File: src/rtl/ifu_fetch_if.sv
// ifu_fetch_if: fetch-stage bundle grouping the memory request/response, decoder and next-PC channels.
interface ifu_fetch_if #(parameter int XLEN = 32);
  logic            req_valid;
  logic            req_ready;
  logic [XLEN-1:0] req_addr;
  logic            resp_valid;
  logic            resp_err;
  logic [XLEN-1:0] resp_data;
  logic            inst_valid;
  logic            inst_ready;
  logic            inst_fault;
  logic [XLEN-1:0] inst;
  logic [XLEN-1:0] inst_pc;
  logic            dnpc_valid;
  logic [XLEN-1:0] dnpc;
  modport master (
    output req_valid, req_addr, inst_valid, inst, inst_pc, inst_fault,
    input  req_ready, resp_valid, resp_data, resp_err, inst_ready, dnpc_valid, dnpc
  );
  modport slave (
    input  req_valid, req_addr, inst_valid, inst, inst_pc, inst_fault,
    output req_ready, resp_valid, resp_data, resp_err, inst_ready, dnpc_valid, dnpc
  );
endinterface

File: src/rtl/ifu_fetch.sv
// ifu_fetch: multi-cycle fetch stage, one outstanding read, PC supplied only via dnpc.
// Optional IFU_MISALIGN_CHECK_EN turns a misaligned PC into a faulting instruction without a memory request.
module ifu_fetch #(
  parameter int              XLEN     = 32,
  parameter logic [XLEN-1:0] RESET_PC = 'h80000000
) (
  input logic         clk,
  input logic         rst,
  ifu_fetch_if.master bus
);
  typedef enum logic [1:0] {S_REQ, S_WAIT, S_HOLD, S_WAIT_NPC} state_t;
  state_t          state_q, state_d;
  logic [XLEN-1:0] pc_q, pc_d, inst_q, inst_d, inst_pc_q, inst_pc_d;
  logic            inst_fault_q, inst_fault_d, misalign;
`ifdef IFU_MISALIGN_CHECK_EN
  assign misalign = |pc_q[1:0];
`else
  assign misalign = 1'b0;
`endif
  always_comb begin
    state_d      = state_q;
    pc_d         = pc_q;
    inst_d       = inst_q;
    inst_pc_d    = inst_pc_q;
    inst_fault_d = inst_fault_q;
    case (state_q)
      S_REQ: begin
        if (misalign) begin
          state_d      = S_HOLD;
          inst_d       = '0;
          inst_pc_d    = pc_q;
          inst_fault_d = 1'b1;
        end else if (bus.req_ready) state_d = S_WAIT;
      end
      S_WAIT: begin
        if (bus.resp_valid) begin
          state_d      = S_HOLD;
          inst_d       = bus.resp_data;
          inst_pc_d    = pc_q;
          inst_fault_d = bus.resp_err;
        end
      end
      S_HOLD: begin
        if (bus.inst_ready) begin
          state_d = bus.dnpc_valid ? S_REQ : S_WAIT_NPC;
          pc_d    = bus.dnpc_valid ? bus.dnpc : pc_q;
        end
      end
      default: begin
        state_d = bus.dnpc_valid ? S_REQ : S_WAIT_NPC;
        pc_d    = bus.dnpc_valid ? bus.dnpc : pc_q;
      end
    endcase
  end
  always_ff @(posedge clk or posedge rst) begin
    if (rst) begin
      state_q      <= S_REQ;
      pc_q         <= RESET_PC;
      inst_q       <= '0;
      inst_pc_q    <= '0;
      inst_fault_q <= 1'b0;
    end else begin
      state_q      <= state_d;
      pc_q         <= pc_d;
      inst_q       <= inst_d;
      inst_pc_q    <= inst_pc_d;
      inst_fault_q <= inst_fault_d;
    end
  end
  // outputs depend only on registered state, never on this cycle's inputs
  assign bus.req_valid  = (state_q == S_REQ) && !misalign;
  assign bus.req_addr   = pc_q;
  assign bus.inst_valid = state_q == S_HOLD;
  assign bus.inst       = inst_q;
  assign bus.inst_pc    = inst_pc_q;
  assign bus.inst_fault = inst_fault_q;
endmodule

File: src/flat_wrapper.sv
// flat-port wrapper written by rule: the top's interface ports become plain ports
module ifu_fetch_flat 
#(
  parameter int              XLEN     = 32,
  parameter logic [XLEN-1:0] RESET_PC = 'h80000000
)
  (clk, rst, bus_req_valid, bus_req_addr, bus_inst_valid, bus_inst, bus_inst_pc, bus_inst_fault, bus_req_ready, bus_resp_valid, bus_resp_data, bus_resp_err, bus_inst_ready, bus_dnpc_valid, bus_dnpc);
  ifu_fetch_if #(.XLEN(XLEN)) bus_i ();
  input logic clk;
  input logic rst;
  output wire logic [$bits(bus_i.req_valid)-1:0] bus_req_valid;
  output wire logic [$bits(bus_i.req_addr)-1:0] bus_req_addr;
  output wire logic [$bits(bus_i.inst_valid)-1:0] bus_inst_valid;
  output wire logic [$bits(bus_i.inst)-1:0] bus_inst;
  output wire logic [$bits(bus_i.inst_pc)-1:0] bus_inst_pc;
  output wire logic [$bits(bus_i.inst_fault)-1:0] bus_inst_fault;
  input wire logic [$bits(bus_i.req_ready)-1:0] bus_req_ready;
  input wire logic [$bits(bus_i.resp_valid)-1:0] bus_resp_valid;
  input wire logic [$bits(bus_i.resp_data)-1:0] bus_resp_data;
  input wire logic [$bits(bus_i.resp_err)-1:0] bus_resp_err;
  input wire logic [$bits(bus_i.inst_ready)-1:0] bus_inst_ready;
  input wire logic [$bits(bus_i.dnpc_valid)-1:0] bus_dnpc_valid;
  input wire logic [$bits(bus_i.dnpc)-1:0] bus_dnpc;
  assign bus_req_valid = bus_i.req_valid;
  assign bus_req_addr = bus_i.req_addr;
  assign bus_inst_valid = bus_i.inst_valid;
  assign bus_inst = bus_i.inst;
  assign bus_inst_pc = bus_i.inst_pc;
  assign bus_inst_fault = bus_i.inst_fault;
  assign bus_i.req_ready = bus_req_ready;
  assign bus_i.resp_valid = bus_resp_valid;
  assign bus_i.resp_data = bus_resp_data;
  assign bus_i.resp_err = bus_resp_err;
  assign bus_i.inst_ready = bus_inst_ready;
  assign bus_i.dnpc_valid = bus_dnpc_valid;
  assign bus_i.dnpc = bus_dnpc;
  ifu_fetch #(.XLEN(XLEN), .RESET_PC(RESET_PC)) u_core (.clk(clk), .rst(rst), .bus(bus_i));
endmodule
File: config.mk
export PLATFORM = sky130hd
export DESIGN_NAME = ifu_fetch_flat
export DESIGN_NICKNAME = d
export VERILOG_FILES = /design/src/rtl/ifu_fetch_if.sv /design/src/rtl/ifu_fetch.sv /design/src/flat_wrapper.sv
export SDC_FILE = /design/constraint.sdc
export NUM_CORES = 1
export LEC_CHECK = 0
export CAP_MARGIN = 30
export CORE_MARGIN = 2
export CORE_UTILIZATION = 23
export CTS_BUF_LIST = sky130_fd_sc_hd__clkbuf_16
export DETAILED_ROUTE_END_ITERATION = 12
export SLEW_MARGIN = 0
export SYNTH_ARGS = -nofsm -noshare
export SYNTH_HDL_FRONTEND = slang
export SYNTH_SLANG_ARGS = --single-unit
File: constraint.sdc
create_clock -name clk -period 5.8 [get_ports clk]
set_input_delay 1.16 -clock clk [delete_from_list [all_inputs] [get_ports clk]]
set_output_delay 1.16 -clock clk [all_outputs]
set_load 0.02 [all_outputs]
==> summary.txt <==
CTS Buf Count - 9
FP Rows - 46
Grt total ovfl - 0
Die H - 131 µm
Port Buf Inserts - 169
First-pass GRT wire length - 14400 µm
Via count - 2446
Setup CP Type - flip-flop to output port
Largest net degree at the start of global routing - 58
CTS resizes - 0
Clock transition at path regs - 0.06 ns
Worst Skew - 0.00458 ns
Clk buf depth - 2
Post-route clock period utilization - 48.8%
Pwr/cell area - 607 nW/µm²
DR WL/cell - 14.1 µm
Worst slew margin - 52.8%
Post-Synthesis Cell Area - 3730 µm²
Area grow syn2layout - 59.4%
R2R cell count - 3
Final setup viols - 0
Cts hold-fix bufs - 0
Worst Path Max Fanout - 7
Unique masters post-synth - 15
Worst setup SP type - flip-flop
LEAKAGE - 2.45 nW
Status - complete, no violations
XOR/XNOR share of the synthesized area - 0%
Worst skew pair latency - 0.34 ns
Post-synthesis mux area share - 29.6%
Worst Setup EP - bus_inst_valid
Total GRT Usage - 10.5%
GP Congestion - 0.685
Flops & latches, synth - 99
Critical path depth - 2
Most common cell after layout, fill and taps aside - clkdlybuf4s50_1
Arrival time worst endpoint - 1.67 ns
Max Transition Viols Final - 0
# clock sinks - 99
Worst Setup SP - u_core.state_q[1]$_DFFE_PP0P_
Data required, critical path - 4.64 ns
Highest Clock Rate - 353 MHz
Seq/Total Area, Yosys - 66.4%
Total Routed Length - 8610 µm
Antenna violations before repair - 0
Setup Fix Bufs, Post-CTS - 0
Buf/Inv on CP - 1
Ant. Diodes - 0
Worst Tran Pin Value - 0.708 ns
Root Buffer - clkbuf_16
First-pass DRT Iterations - 4
# DRC - 0
Fin crit period - 2.83 ns
Die ar. - 17300 µm²
Core ar. - 15900 µm²
Worst VDD drop - 0.000259 V
Routed Antenna Nets - 0
Hold crit path type - flip-flop to flip-flop
Layout cell share with drive strength beyond 1 - 22.3%
Crit-path slowest cell - clkdlybuf4s50_1
Register Area - 2480 µm²
Final WS setup - 2.97 ns
Via density - 4.01
Max Cap Viol - 0
R2R setup slack - 3.94 ns
Die width - 131 µm
Complex-gate fraction of the synthesized area - 1.01%
Critical path cell sequence - nor2b_1 -> clkdlybuf4s50_1
Worst r2r src - u_core.state_q[0]$_DFFE_PP0P_
DP Wirelength - 6160 µm
Multi-input gate area - 1180 µm²
Initial Util - 23.5%
Vias in the first global route - 2650
Crit path max-delay family - buffers and inverters
Syn nets - 287
CTS tree - done
Commonest non-fill, non-tap cells in the layout - clkdlybuf4s50_1 (169), dfrtp_1 (98), mux2_2 (68)
Warnings from Yosys - 0
Place WS - 2.76 ns
Hold Violations, Final - 0
RSZ-0062 raised after global routing - no
Largest family of logic cells by synthesized area - multiplexers
Post-synthesis adder-cell area fraction - 0%
Nets - 460
FILL cells - 1568
Cells after Synth - 216
RR Endpoint - u_core.bus.req_addr[25]$_DFFE_PP0P_
Syn_area_per_cell - 17.3 µm²
Simple logic cell fraction of the synthesized area - 0.905%
Initial DRC Count - 50
Max incr delay on CP - 0.66 ns
CTS H-Tree Depth - 3
# IOs - 170
Worst setup EP type - output port
Setup TNS Final - 0 ns
[logic make-up (layout without fill, tap and decap cells)]
family,Yosys count,after routing
compound gates,4,4
buf+inv,11,189
flops,99,99
mux,98,98
simple gates,4,4
[report_power, final]
group,internal (mW),total (mW),switching [mW]
Sequential,1.05,1.27,0.216
Combinational,0.962,1.76,0.801
Clock,0.328,0.580,0.252
[layer usage]
metal,GRT usage (%),routed length [µm]
met4,3.44,100
met2,16.3,4000
met1,13.1,3770
met5,0,0
met3,4.48,747
[Yosys cell counts, drive strengths merged]
cell type  count  share of area, %
dfrtp         98                66
mux2          98                30
buf           10               2.0
a21bo          1              0.27
dfstp          1              0.70
inv            1              0.10
nand2          1              0.10
nand3b         1              0.54
nor2           1              0.10
nor2b          1              0.17
o211a          1              0.27
o211ai         1              0.34
o21ai          1              0.13
[final cells by class]
| type | count | share of cell area [%] |
|---|---|---|
| clock buffer | 9 | 3.78 |
| clock inverter | 7 | 1.01 |
| inverter | 1 | 0.105 |
| multi-input combinational | 106 | 19.9 |
| sequential | 99 | 41.7 |
| tap | 216 | 4.54 |
| timing repair buffer | 172 | 29.0 |
[sequential cells by signal, indices dropped and copies added (netlist names)]
signal                 cells
u_core.bus.inst           32
u_core.bus.req_addr       32
u_core.bus.inst_pc        32
u_core.bus.inst_fault      1
u_core.state_q             2
[how the worst min path moves through the flow]
stage	startpoint	endpoint	depth (start not counted)
2_1_floorplan	u_core.state_q[1]$_DFFE_PP0P_	u_core.state_q[1]$_DFFE_PP0P_	1
3_3_place_gp	u_core.bus.inst[19]$_DFFE_PP0P_	u_core.bus.inst[19]$_DFFE_PP0P_	1
3_5_place_dp	u_core.bus.inst[8]$_DFFE_PP0P_	u_core.bus.inst[8]$_DFFE_PP0P_	1
4_1_cts	u_core.bus.inst[8]$_DFFE_PP0P_	u_core.bus.inst[8]$_DFFE_PP0P_	1
5_1_grt	u_core.bus.inst[8]$_DFFE_PP0P_	u_core.bus.inst[8]$_DFFE_PP0P_	1
6_report	u_core.bus.inst[5]$_DFFE_PP0P_	u_core.bus.inst[5]$_DFFE_PP0P_	1
[metrics by stage]
step	hold WS, ns	util (%)	std cells	instance area (µm²)	power, mW
detailed placement	0.481	35.7	594	5670	3.07
CTS	0.495	37.5	610	5950	3.67
global route	0.510	37.5	610	5950	3.81
floorplan	0.588	-	216	3730	2.17
finish	0.491	37.5	610	5950	3.61
global placement	0.473	35.5	593	5650	3.03
Power figures use the tool's default switching activity.
